### src/rtl/writeback_stage_pkg.sv
// Shared definitions for the writeback stage: MIPS opcodes, register types,
// the FIFO entry layout and the per-port forwarding result.
package writeback_stage_pkg;

  typedef logic [4:0]  RegAddr;
  typedef logic [31:0] Register;
  typedef logic        Signal;

  typedef enum logic [5:0] {
    RTYPE = 6'h00,
    J     = 6'h02,
    BEQ   = 6'h04,
    ADDI  = 6'h08,
    LW    = 6'h23,
    SW    = 6'h2b
  } OpCode;

  typedef struct packed {
    OpCode   opcode;
    RegAddr  dest;
    Register result;
    Signal   has_write;
    Signal   data_ok;
  } WbEntry;

  typedef struct packed {
    Signal   hazard;
    Register fwd;
  } FwdResult;

  // Builds the entry stored at push; only a load waits for data after push.
  function automatic WbEntry make_entry(logic [5:0] opcode, RegAddr dest, Register result);
    WbEntry e;
    e.opcode    = OpCode'(opcode);
    e.dest      = dest;
    e.result    = result;
    e.has_write = (opcode == RTYPE || opcode == ADDI || opcode == LW) && (dest != '0);
    e.data_ok   = (opcode != LW);
    return e;
  endfunction

endpackage

### src/rtl/writeback_stage_wb_fifo.sv
// wb_fifo: circular DEPTH-entry buffer of WbEntry. Entries are exposed in age
// order (index 0 = head) so the hazard logic can find the youngest match.
module wb_fifo
  import writeback_stage_pkg::*;
#(
  parameter int DEPTH = 2
) (
  input  logic                   clk,
  input  logic                   reset,
  input  logic                   push,
  input  WbEntry                 push_entry,
  input  logic                   pop,
  input  logic                   head_update,
  input  Register                head_result,
  output WbEntry [DEPTH-1:0]     entries,
  output logic   [DEPTH-1:0]     entry_valid,
  output logic                   full
);

  localparam int PW = $clog2(DEPTH);

  WbEntry          mem [DEPTH];
  logic [PW-1:0]   head;
  logic [PW-1:0]   tail;
  logic [PW:0]     count;

  always_ff @(posedge clk) begin
    if (!reset) begin
      head  <= '0;
      tail  <= '0;
      count <= '0;
    end else begin
      if (push) begin
        mem[tail] <= push_entry;
        tail      <= tail + 1'b1;
      end
      // Load data lands in the head entry; the caller never pushes while full,
      // so tail cannot alias head here.
      if (head_update) begin
        mem[head].result  <= head_result;
        mem[head].data_ok <= 1'b1;
      end
      if (pop) head <= head + 1'b1;
      count <= count + {{PW{1'b0}}, push} - {{PW{1'b0}}, pop};
    end
  end

  always_comb begin
    entries     = '0;
    entry_valid = '0;
    for (int i = 0; i < DEPTH; i++) begin
      entries[i]     = mem[head + PW'(i)];
      entry_valid[i] = (PW+1)'(i) < count;
    end
  end

  assign full = (count == (PW+1)'(DEPTH));

endmodule

### src/rtl/writeback_stage.sv
// writeback_stage: in-order result FIFO draining onto the register-file write
// port, with RAW hazard reporting. Define WB_BYPASS_EN to enable forwarding.
module writeback_stage
  import writeback_stage_pkg::*;
#(
  parameter int DEPTH = 2
) (
  input  logic        clk,
  input  logic        reset,
  input  logic        in_valid,
  output logic        in_ready,
  input  logic [5:0]  in_opcode,
  input  logic [4:0]  in_dest,
  input  logic [31:0] in_result,
  input  logic        mem_rvalid,
  input  logic [31:0] mem_rdata,
  output logic        wr_en,
  output logic [4:0]  wr_addr,
  output logic [31:0] wr_data,
  input  logic [4:0]  rs_q,
  input  logic [4:0]  rt_q,
  output logic        rs_hazard,
  output logic        rt_hazard,
  output logic [31:0] rs_fwd,
  output logic [31:0] rt_fwd,
  output logic [31:0] retire_count
);

  WbEntry [DEPTH-1:0] entries;
  logic   [DEPTH-1:0] entry_valid;
  WbEntry             head;
  WbEntry             new_entry;
  logic               full;
  logic               push;
  logic               pop;
  logic               load_now;
  FwdResult           rs_res;
  FwdResult           rt_res;

  // Handshake: a result transfers on any rising edge where in_valid && in_ready;
  // in_ready depends only on FIFO occupancy, never on in_valid or on a same-cycle pop.
  assign in_ready  = !full;
  assign push      = in_valid && in_ready;
  assign new_entry = make_entry(in_opcode, in_dest, in_result);

  assign head     = entries[0];
  assign load_now = entry_valid[0] && !head.data_ok && (head.opcode == LW) && mem_rvalid;
  assign pop      = entry_valid[0] && (head.data_ok || load_now);

  wb_fifo #(.DEPTH(DEPTH)) u_fifo (
    .clk         (clk),
    .reset       (reset),
    .push        (push),
    .push_entry  (new_entry),
    .pop         (pop),
    .head_update (load_now),
    .head_result (mem_rdata),
    .entries     (entries),
    .entry_valid (entry_valid),
    .full        (full)
  );

  always_ff @(posedge clk) begin
    if (!reset) begin
      wr_en        <= 1'b0;
      wr_addr      <= '0;
      wr_data      <= '0;
      retire_count <= '0;
    end else if (pop) begin
      wr_en        <= head.has_write;
      wr_addr      <= head.dest;
      wr_data      <= load_now ? mem_rdata : head.result;
      retire_count <= retire_count + 32'd1;
    end else begin
      wr_en <= 1'b0;
    end
  end

`ifdef WB_BYPASS_EN
  // Scan oldest to youngest (output register first) so the last match wins.
  function automatic FwdResult lookup(RegAddr q, WbEntry [DEPTH-1:0] ents,
                                      logic [DEPTH-1:0] vld, logic out_en,
                                      RegAddr out_addr, Register out_data);
    FwdResult r;
    logic     found;
    logic     ok;
    Register  val;
    found = out_en && (out_addr == q);
    ok    = 1'b1;
    val   = out_data;
    for (int i = 0; i < DEPTH; i++) begin
      if (vld[i] && ents[i].has_write && ents[i].dest == q) begin
        found = 1'b1;
        ok    = ents[i].data_ok;
        val   = ents[i].result;
      end
    end
    if (q == '0) found = 1'b0;
    r.hazard = found && !ok;
    r.fwd    = found ? val : '0;
    return r;
  endfunction

  assign rs_res = lookup(rs_q, entries, entry_valid, wr_en, wr_addr, wr_data);
  assign rt_res = lookup(rt_q, entries, entry_valid, wr_en, wr_addr, wr_data);
`else
  function automatic FwdResult lookup(RegAddr q, WbEntry [DEPTH-1:0] ents,
                                      logic [DEPTH-1:0] vld, logic out_en,
                                      RegAddr out_addr);
    FwdResult r;
    logic     found;
    found = out_en && (out_addr == q);
    for (int i = 0; i < DEPTH; i++)
      if (vld[i] && ents[i].has_write && ents[i].dest == q) found = 1'b1;
    r.hazard = found && (q != '0);
    r.fwd    = '0;
    return r;
  endfunction

  assign rs_res = lookup(rs_q, entries, entry_valid, wr_en, wr_addr);
  assign rt_res = lookup(rt_q, entries, entry_valid, wr_en, wr_addr);
`endif

  // Fields of younger entries only matter to some builds of the hazard logic.
  logic unused_entry_bits;
  assign unused_entry_bits = ^entries;

  assign rs_hazard = rs_res.hazard;
  assign rt_hazard = rt_res.hazard;
  assign rs_fwd    = rs_res.fwd;
  assign rt_fwd    = rt_res.fwd;

endmodule

### config.mk
export PLATFORM = sky130hd
export DESIGN_NAME = writeback_stage
export DESIGN_NICKNAME = d
export VERILOG_FILES = /design/src/rtl/writeback_stage_pkg.sv /design/src/rtl/writeback_stage_wb_fifo.sv /design/src/rtl/writeback_stage.sv
export SDC_FILE = /design/constraint.sdc
export NUM_CORES = 1
export LEC_CHECK = 0
export BUFFER_PORTS_ARGS = -buffer_cell sky130_fd_sc_hd__buf_2
export CAP_MARGIN = 20
export CORE_AREA = 8 8 161 163
export CTS_CLUSTER_DIAMETER = 40
export DETAILED_ROUTE_END_ITERATION = 10
export DIE_AREA = 0 0 169 171
export MAX_ROUTING_LAYER = met4
export PLACE_DENSITY = 0.66
export SYNTH_ARGS = -nofsm -noshare
export SYNTH_HDL_FRONTEND = slang
export SYNTH_SLANG_ARGS = --single-unit
### constraint.sdc
create_clock -name clk -period 4.7 [get_ports clk]
set_input_delay 0.705 -clock clk [delete_from_list [all_inputs] [get_ports clk]]
set_output_delay 0.705 -clock clk [all_outputs]
set_load 0.05 [all_outputs]
==> results of run 1 <==
routing by layer:
| metal | track usage |
|---|---|
| met1 | 0.203 |
| met2 | 0.269 |
| met3 | 0.0383 |
| met4 | 0.0477 |
| met5 | - |
cells by family after synthesis:
family                   synth area share
AND/OR/NAND/NOR                     0.165
multiplexers                        0.124
AO/OA/AOI/OAI                       0.130
other                            0.000409
XOR/XNOR                           0.0296
buffers and inverters              0.0921
flip-flops                          0.456
adder cells (fa/ha/maj)           0.00273
stage by stage:
step / std cells / worst slack [ns] / instance area (µm²) / utilization
floorplan: 963 / 1.49 / 9410 / -
global placement: 1336 / 1.61 / 9900 / 0.425
detailed placement: 1336 / 1.59 / 9900 / 0.425
CTS: 1367 / 1.32 / 10500 / 0.452
global route: 1369 / 1.16 / 10500 / 0.452
==> impl_metrics.yaml, run 1 <==
synth:
  netlist_area_um2: 9170
  yosysWarnings: 0
  yosys.cell_count.top_type: "nand2_1"
  yosys.area.top_type_share: 0.288
  synth_edf_count: 88
  synth_area_leaders: "edfxtp_1, dfxtp_1, nand2_1"
  synth_seq_area_share: 0.456
  synth_top_flop_cell: "edfxtp_1"
  netlist_instances: 900
  yosysTopAreaCell: "edfxtp_1"
  ys_ff_latch: 165
  synth.avg_cell_area_um2: 10.2
  synth.cells.most_frequent: "nand2_1, edfxtp_1, dfxtp_1"
  synthArstFlopShare: 0
  ys_types: 54
run_status:
  firstError: "[ERROR DRT-0255] Maze Route cannot find path of net clk in worker of routeBox ( 144900 0 ) ( 169000 48300 )."
  lastStage: "detailed routing"
  status: "did not finish"
place:
  gp_congestion: 0.828
  hpwlAfterDp_mm: 15.8
  portBuffers: 161
grt:
  grt_start_max_net_pins: 96
  antenna_found_initial: 3
  grt_overflow: 0
  grt_pass1_vias: 6857
  grt.total_usage: 0.165
  grt_pass1_wl_mm: 36.8
clock_tree:
  clockRootBuffer: "clkbuf_16"
  htreeDepth: 4
  cts_buffer_depth: 2
  cts.sinks: 165
  cts_buffers: 17
  postCtsHoldBufs: 0
  cts-resized-gates: 0
  cts_setup_buffers: 0
die:
  fp-row-count: 56
  initial_utilization: 0.394
  die_y_um: 171
  die_x_um: 169
  io_pins: 226
==> run 2, diff against run 1 <==
--- a/config.mk
+++ b/config.mk
@@ -7,12 +7,10 @@
 export LEC_CHECK = 0
 export BUFFER_PORTS_ARGS = -buffer_cell sky130_fd_sc_hd__buf_2
 export CAP_MARGIN = 20
-export CORE_AREA = 8 8 161 163
-export CTS_CLUSTER_DIAMETER = 40
+export CORE_AREA = 8 8 201 203
 export DETAILED_ROUTE_END_ITERATION = 10
-export DIE_AREA = 0 0 169 171
-export MAX_ROUTING_LAYER = met4
-export PLACE_DENSITY = 0.66
+export DIE_AREA = 0 0 209 211
+export PLACE_DENSITY_LB_ADDON = 0.15
 export SYNTH_ARGS = -nofsm -noshare
 export SYNTH_HDL_FRONTEND = slang
 export SYNTH_SLANG_ARGS = --single-unit
==> impl_metrics.yaml, run 2 <==
run_status:
  status: "finished clean"
place:
  gp_congestion: 0.753
  placed_cell_area_um2: 10100
  portBuffers: 161
  hpwlAfterDp_mm: 19.2
cells_and_area:
  layout_commonest_cell: "nand2_1"
  final_nets: 1130
  largestRegisters: "u_fifo.mem x90, retire_count x32, wr_data x32"
  num_antenna_cells: 0
  design_area_um2: 10700
  n_fill_cell: 3947
  drive_gt1_frac: 0.316
  syn2layout_area_growth_pct: 16.9
  largest_register_ffs: 90
  regMostFlops: "u_fifo.mem"
  layout_common_cells: "nand2_1, buf_2, edfxtp_1"
grt:
  grt.total_usage: 0.125
  grt_pass1_wl_mm: 42.8
  antenna_found_initial: 0
  grt_pass1_vias: 7024
  grt_start_max_net_pins: 74
  grt_overflow: 0
synth:
  synth_edf_count: 88
  synth.cells.most_frequent: "nand2_1, edfxtp_1, dfxtp_1"
  netlist_area_um2: 9170
  ys_ff_latch: 165
  yosys.cell_count.top_type: "nand2_1"
  synth_area_leaders: "edfxtp_1, dfxtp_1, nand2_1"
  yosys.area.top_type_share: 0.288
  synth_seq_area_share: 0.456
  ys_types: 54
  synth_top_flop_cell: "edfxtp_1"
  yosysWarnings: 0
  netlist_instances: 900
  yosysTopAreaCell: "edfxtp_1"
  synth.avg_cell_area_um2: 10.2
  synthArstFlopShare: 0
sta:
  skew_ns: 0.0126
  min_period_over_period: 0.777
  hold_viol_final: 0
  whs_ns: 0.469
  slew_headroom: 0.364
  slew_violations: 0
  setup_viol: 0
  fin_crit_ns: 3.65
  tightest_slew_ns: 0.951
  fmax_ghz: 0.274
  rsz0062_at_grt: "false"
  fin_tns_setup_ns: 0
detailed_routing:
  drtPass1Iterations: 4
  vias: 6729
  detail-route-antenna-nets: 0
  wl_mm: 28.1
  via_per_inst: 4.41
  drtIter0Drc: 292
  drc: 0
  post_drt_wl_per_cell_um: 18.4
clock_tree:
  cts_buffer_depth: 2
  cts.sinks: 165
  cts_tree: "done"
  cts-resized-gates: 0
  cts_setup_buffers: 0
  clk_pin_slew_worst_paths_ns: 0.08
  cts_buffers: 17
  postCtsHoldBufs: 0
  clock_latency_ns: 0.44
  clockRootBuffer: "clkbuf_16"
  htreeDepth: 4
power_and_ir_drop:
  seq_power_share: 0.444
  switching_power_uw: 1150
  total_power_uw: 3660
  swShare: 0.316
  pwr-share-comb: 0.163
  vdd_drop_max_mv: 0.232
  power.internal_uw: 2500
  p_leak_uw: 0.00433
  power_frac_clock: 0.393
  p_per_area_nw_per_um2: 341
die:
  initial_utilization: 0.247
  core_area_um2: 37100
  die_x_um: 209
  die_y_um: 211
  die-area_um2: 44100
  fp-row-count: 71
  io_pins: 226
worst_setup_path:
  crit_type: "reg -> out"
  worst_path_max_delay_cell: "dfxtp_2"
  arrival_ns: 2.95
  path_cells: "buf_4, mux2i_1, xnor2_1, nor4_1, a31oi_1, o21ai_0, buf_2"
  worstPathRequired_ns: 3.99
  r2r_slack_ns: 1.49
  r2r-end: "u_fifo.mem[0][25]$_DFFE_PP_"
  cp-end-kind: "primary output"
  start_kind: "register"
  critPathMaxFanout: 29
  slowest_delay_ns: 0.58
  worstRegToRegCells: 5
hold_path:
  hp-class: "reg -> reg"
  hold_start: "wr_data[4]$_SDFFE_PN0P_"
  whs_path_depth: 2
  worstHoldEndpoint: "wr_data[4]$_SDFFE_PN0P_"
job:
  drv_cap: 0
## run 2: cell counts after synthesis
Identical to the previous run, type by type.
## run 2: layer usage
| layer | share of wire | vias up | global-route usage |
|---|---|---|---|
| li1 | - | 3342 | - |
| met1 | 0.46 | 3220 | 0.157 |
| met2 | 0.49 | 155 | 0.216 |
| met3 | 0.048 | 12 | 0.0331 |
| met4 | 0.0071 | 0 | 0.0255 |
| met5 | 0 | - | 0 |
## run 2: worst max path at each step
| stage | start | endpoint | slack (ns) | depth (start not counted) |
|---|---|---|---|---|
| 5_1_grt | register | rs_hazard | 0.83 | 7 |
| 2_1_floorplan | register | rs_hazard | 1.49 | 7 |
| 3_5_place_dp | mem_rvalid | u_fifo.mem[0][31]$_DFFE_PP_ | 1.36 | 6 |
| 4_1_cts | register | rt_hazard | 0.98 | 7 |
| 6_report | register | rt_hazard | 1.05 | 7 |
| 3_3_place_gp | mem_rvalid | u_fifo.mem[0][21]$_DFFE_PP_ | 1.36 | 6 |
## run 2: power by group through the flow
stage	registers [µW]	clock network (µW)	logic (µW)
2_1_floorplan	1730	0	390
3_3_place_gp	1660	0	597
3_5_place_dp	1660	0	602
4_1_cts	1630	1480	603
5_1_grt	1630	1550	639
6_report	1620	1440	595
## run 2: critical path: cells and delay by family (launching register included)
family,cells,cell delay [ns]
multiplexers,1,0.46
AND/OR/NAND/NOR,1,0.31
XOR/XNOR,1,0.11
AO/OA/AOI/OAI,2,0.27
buffers and inverters,2,0.78
flip-flops,1,0.58
## run 2: cell families after synthesis
group | count (synthesis) | synth area share
AND/OR/NAND/NOR | 315 | 0.165
flip-flops | 165 | 0.456
AO/OA/AOI/OAI | 153 | 0.130
buffers and inverters | 124 | 0.0921
multiplexers | 109 | 0.124
XOR/XNOR | 31 | 0.0296
adder cells (fa/ha/maj) | 2 | 0.00273
other | 1 | 0.000409
## run 2: stage by stage
stage | worst slack [ns] | instances | util
detailed placement | 1.36 | 1494 | 0.273
global route | 0.829 | 1526 | 0.289
global placement | 1.36 | 1492 | 0.272
CTS | 0.976 | 1526 | 0.289
floorplan | 1.49 | 963 | -
finish | 1.05 | 1526 | 0.289
## run 2: area by class of cell
type	count	area, µm²	area share
timing repair buffer	175	937	0.0874
inverter	6	22.5	0.00210
clock buffer	17	425	0.0397
clock inverter	15	160	0.0149
multi-input combinational	674	4400	0.410
tap	474	593	0.0553
sequential	165	4190	0.390
(Power assumes the default switching activity.)
